`config.mk`:
```
export PLATFORM = sky130hd
export DESIGN_NAME = ram_arbiter
export DESIGN_NICKNAME = d
export VERILOG_FILES = /design/src/rtl/ram_arbiter.sv
export SDC_FILE = /design/constraint.sdc
export NUM_CORES = 1
export LEC_CHECK = 0
export BUFFER_PORTS_ARGS = -buffer_cell sky130_fd_sc_hd__buf_4
export CAP_MARGIN = 20
export CORE_ASPECT_RATIO = 2
export CORE_MARGIN = 10
export CORE_UTILIZATION = 46
export CTS_CLUSTER_SIZE = 16
export DETAILED_ROUTE_END_ITERATION = 10
export GPL_TIMING_DRIVEN = 0
export PLACE_DENSITY = 0.79
export SYNTH_ARGS = -nofsm -noshare
export SYNTH_HDL_FRONTEND = slang
export SYNTH_SLANG_ARGS = --single-unit
export TNS_END_PERCENT = 1
```
`constraint.sdc`:
```
create_clock -name clk_i -period 2.55 [get_ports clk_i]
set_input_delay 0.51 -clock clk_i [delete_from_list [all_inputs] [get_ports clk_i]]
set_output_delay 0.51 -clock clk_i [all_outputs]
set_load 0.02 [all_outputs]
```
`src/rtl/ram_arbiter.sv`:
```
// Round-robin two-port front end for a single-port RAM, with a bounded lock so one
// requester can issue back-to-back operand fetches. Read data returns two cycles after accept.
module ram_arbiter #(
    parameter int ADDR_W    = 12,
    parameter int DATA_W    = 4,
    parameter int MAX_BURST = 3
) (
    input  logic              clk_i,
    input  logic              rst_i,
    input  logic              a_req_i,
    input  logic              a_lock_i,
    input  logic              a_we_i,
    input  logic [ADDR_W-1:0] a_addr_i,
    input  logic [DATA_W-1:0] a_din_i,
    output logic              a_gnt_o,
    output logic              a_rvalid_o,
    output logic [DATA_W-1:0] a_dout_o,
    input  logic              b_req_i,
    input  logic              b_lock_i,
    input  logic              b_we_i,
    input  logic [ADDR_W-1:0] b_addr_i,
    input  logic [DATA_W-1:0] b_din_i,
    output logic              b_gnt_o,
    output logic              b_rvalid_o,
    output logic [DATA_W-1:0] b_dout_o,
    output logic              ram_ren_o,
    output logic              ram_wen_o,
    output logic [ADDR_W-1:0] ram_addr_o,
    output logic [DATA_W-1:0] ram_din_o,
    input  logic [DATA_W-1:0] ram_dout_i,
    output logic              busy_o
);
    localparam int CNT_W = $clog2(MAX_BURST + 1);

    logic              last_b;
    logic              lock_prev;
    logic              owner_b;
    logic [CNT_W-1:0]  burst_cnt;
    logic              rd_b;

    logic              owner_req;
    logic              lock_hold;
    logic              a_gnt;
    logic              b_gnt;
    logic              accept;
    logic              win_we;
    logic              win_lock;
    logic [ADDR_W-1:0] win_addr;
    logic [DATA_W-1:0] win_din;

    always_comb begin
        owner_req = owner_b ? b_req_i : a_req_i;
        // Lock only counts while the owner keeps asking and the burst is not exhausted.
        lock_hold = lock_prev && owner_req && (burst_cnt < CNT_W'(MAX_BURST));
        if (a_req_i && b_req_i)
            a_gnt = lock_hold ? !owner_b : last_b;
        else
            a_gnt = a_req_i;
        b_gnt    = b_req_i && !a_gnt;
        accept   = a_gnt || b_gnt;
        win_we   = b_gnt ? b_we_i   : a_we_i;
        win_lock = b_gnt ? b_lock_i : a_lock_i;
        win_addr = b_gnt ? b_addr_i : a_addr_i;
        win_din  = b_gnt ? b_din_i  : a_din_i;
    end

    assign a_gnt_o = a_gnt;
    assign b_gnt_o = b_gnt;

    always_ff @(posedge clk_i or posedge rst_i) begin
        if (rst_i) begin
            last_b     <= 1'b1;
            lock_prev  <= 1'b0;
            owner_b    <= 1'b0;
            burst_cnt  <= '0;
            rd_b       <= 1'b0;
            busy_o     <= 1'b0;
            ram_ren_o  <= 1'b0;
            ram_wen_o  <= 1'b0;
            ram_addr_o <= '0;
            ram_din_o  <= '0;
            a_rvalid_o <= 1'b0;
            b_rvalid_o <= 1'b0;
            a_dout_o   <= '0;
            b_dout_o   <= '0;
        end else begin
            busy_o    <= accept;
            ram_wen_o <= accept && win_we;
            ram_ren_o <= accept && !win_we;
            if (accept) begin
                ram_addr_o <= win_addr;
                ram_din_o  <= win_din;
                rd_b       <= b_gnt;
                last_b     <= b_gnt;
                owner_b    <= b_gnt;
                lock_prev  <= win_lock;
                if (lock_prev && (owner_b == b_gnt) && (burst_cnt < CNT_W'(MAX_BURST)))
                    burst_cnt <= burst_cnt + CNT_W'(1);
                else
                    burst_cnt <= CNT_W'(1);
            end else begin
                lock_prev <= 1'b0;
            end
            // rd_b still names the RAM-cycle owner here; a same-edge accept updates it after.
            a_rvalid_o <= ram_ren_o && !rd_b;
            b_rvalid_o <= ram_ren_o && rd_b;
            if (ram_ren_o && !rd_b)
                a_dout_o <= ram_dout_i;
            if (ram_ren_o && rd_b)
                b_dout_o <= ram_dout_i;
        end
    end
endmodule
```
==> flow_summary.json <==
{
  "grt.overflow.total": 0,
  "dp.cells": 235,
  "fin_crit_ps": 2494,
  "clkTransAtPathRegs_ps": 70,
  "die_x_um": 61.84,
  "worstSetupEndpointType": "output pin",
  "fin_crit_sh": 0.9782,
  "setup_viol": 0,
  "cp.required_ps": 2040,
  "drt_wl_total_um": 4863,
  "dp_hpwl_um": 3939,
  "yosys.area.top_type": "dfrtp_1",
  "rows": 30,
  "crit_chain": "ha_1, nand2b_2, a211oi_1, nor2_1, buf_4",
  "dr.pass1.iters": 4,
  "cts_made_buffers": 5,
  "portBuffers": 73,
  "drive_above_1_share": 0.4811,
  "htreeDepth": 2,
  "critPathLaunchType": "flip-flop",
  "fin_cells": 244,
  "netlist.area_leader.share": 0.5128,
  "final-max-slew-violation-count": 0,
  "area_growth_pct": 43.82,
  "syn_avg_cell_area_sq_um": 12.48,
  "drt-wirelength-per-cell_um": 19.93,
  "cts_tree": "yes",
  "drt.antenna.violating_nets": 0,
  "rsz0062_at_grt": "false",
  "ir_drop_v": 0.0008015,
  "seq_area_sq_um": 852.1,
  "num_io_pins": 75,
  "nNetsFinal": 256,
  "synth_cells": 129,
  "core-area_sq_mm": 0.003378,
  "relSlewSlack": 0.4495,
  "status": "complete, no violations",
  "synth-seq-cells": 34,
  "cts-root-buf": "clkbuf_8",
  "ys_seq_area_frac": 0.5291,
  "drc": 0,
  "syn_nets": 174,
  "die_area_sq_mm": 0.006410,
  "p_per_area_mw_per_mm2": 796.4,
  "yosys-top-cells-area": "dfrtp_1 (51%), mux2i_1 (11%), a221o_1 (9.9%)",
  "yosysWarnings": 0,
  "final_util": 0.6856,
  "diodes": 0,
  "first_iter_violations": 24,
  "via_count": 1399,
  "ys_types": 24,
  "gp_congestion": 0.7268,
  "cts_buffer_depth": 2,
  "netlist_area_sq_mm": 0.001610,
  "grt_pass1_vias": 1590,
  "total_leakage_power_nw": 1.157,
  "critPathBufInv": 1,
  "initial_core_util": 0.4767,
  "hold_viol": 0,
  "max_freq_mhz": 400.9,
  "cp.arrival_ps": 1980,
  "globalRouteTotalUtil": 0.1580,
  "cpPeakStageDelay_ps": 530,
  "slowest_stage": "a211oi_1",
  "viasPerCell": 5.734,
  "cts.sinks": 34,
  "fp.dieH_um": 103.7,
  "cpLargestDelayFamily": "compound AO/OA/AOI/OAI gates",
  "maxCapViolCount": 0,
  "hold_class": "in2async",
  "finalSetupTns_ps": 0,
  "clock_latency_ps": 280,
  "grt_max_degree": 21,
  "skew_ps": 3.661,
  "multi_input_area_sq_um": 676.9,
  "grt_pass1_wl_um": 7783,
  "nFillCells": 263,
  "critPathKind": "reg2out",
  "antenna_found_initial": 0,
  "worstPathMaxFanout": 4,
  "tightestPinTransition_ps": 824.8
}
-- synth_stat cells (all sizes together) --
cell type,n
dfrtp,33
nor2,21
mux2i,17
a221o,16
mux2,8
buf,6
inv,5
a21oi,3
nand2,3
nand2b,3
clkbuf,2
o2bb2ai,2
a211oi,1
a311oi,1
a31o,1
a32o,1
dfstp,1
ha,1
nor3b,1
nor4bb,1
o32ai,1
or2,1
-- power breakdown --
part / switching [mW] / leakage, nW / internal [mW] / total (mW)
combinational: 0.353 / 0.707 / 0.338 / 0.691
sequential: 0.0773 / 0.403 / 0.665 / 0.742
clock: 0.194 / 0.0472 / 0.217 / 0.411
total: 0.625 / 1.16 / 1.22 / 1.84
-- layout make-up --
class | count | area share
clock inverters | 2 | 0.005402
clock buffers | 6 | 0.03566
flip-flops and latches | 34 | 0.3679
inverters | 5 | 0.008104
plain buffers | 8 | 0.02701
multi-input cells | 82 | 0.2923
repair buffers | 75 | 0.2464
well taps | 32 | 0.01729
-- cells in the final DEF, fill, tap and decap left out, types with 3 or more instances in the layout --
cell type,n
a21oi_1,3
a221o_1,16
buf_4,74
buf_6,4
clkbuf_8,6
dfrtp_1,33
inv_1,5
mux2_2,8
mux2i_1,17
nand2_1,3
nor2_1,21
-- flip-flops by register name, summed over array words and instances, names as in the netlist --
name,flops
ram_din_o,4
b_rvalid_o,1
ram_ren_o,1
b_dout_o,4
ram_wen_o,1
last_b,1
a_dout_o,4
busy_o,1
ram_addr_o,12
owner_b,1
lock_prev,1
a_rvalid_o,1
burst_cnt,2
-- path summary, 6_finish.rpt --
| kind | depth (start not counted) | slack, ps | endpoint | start |
|---|---|---|---|---|
| worst max-delay path | 5 | 60 | a_gnt_o | burst_cnt[0]$_DFFE_PP0P_ |
| worst min register to register | 1 | 490 | burst_cnt[0]$_DFFE_PP0P_ | burst_cnt[0]$_DFFE_PP0P_ |
| min in group clk_i | 2 | 430 | ram_ren_o$_DFF_PP0_ | a_we_i |
| worst min-delay path | 2 | 390 | ram_din_o[3]$_DFFE_PP0P_ | rst_i |
| max in group asynchronous | 3 | 1580 | ram_addr_o[6]$_DFFE_PP0P_ | rst_i |
| worst max register to register | 6 | 640 | ram_addr_o[5]$_DFFE_PP0P_ | burst_cnt[0]$_DFFE_PP0P_ |
-- metrics by stage --
step	instance area (sq um)	worst slack, ps	total power, mW	hold slack, ps
global route	2316	1.472	1.948	421.9
detailed placement	2213	198.0	1.449	477.6
floorplan	1610	529.5	1.126	446.1
CTS	2316	47.76	1.864	398.5
global placement	2198	220.2	1.415	473.4
finish	2316	55.55	1.844	391.2
-- worst register-to-register path, stage by stage (launching register included) --
cell	delay, ps
dfrtp_1	410
ha_1	260
nand2b_2	240
a31o_1	240
buf_6	140
buf_6	140
a221o_1	360
-- layer usage --
metal,vias to the layer above,routed length [um],GRT usage
met5,-,0,0
met4,0,105,0.05949
met3,9,375,0.05623
met2,62,2833,0.2965
met1,691,1549,0.1376
li1,637,-,-
-- kinds of logic (layout without fill, tap and decap cells) --
kind of cell	count (synthesis)	after routing	share of synthesized area
buffers and inverters	13	96	0.05051
and+or+nand+nor	30	30	0.09324
DFF	34	34	0.5291
muxes	25	25	0.1616
AOI/OAI and AO/OA	26	26	0.1577
adders and majority gates	1	1	0.007769
-- what timing repair did --
item | 4_1_cts | 5_1_grt
setup buffers | 1 | 0
gates resized for setup | 0 | 0
hold buffers | 0 | 0
endpoints found under the setup margin | 1 | 0
(Power assumes the default switching activity.)
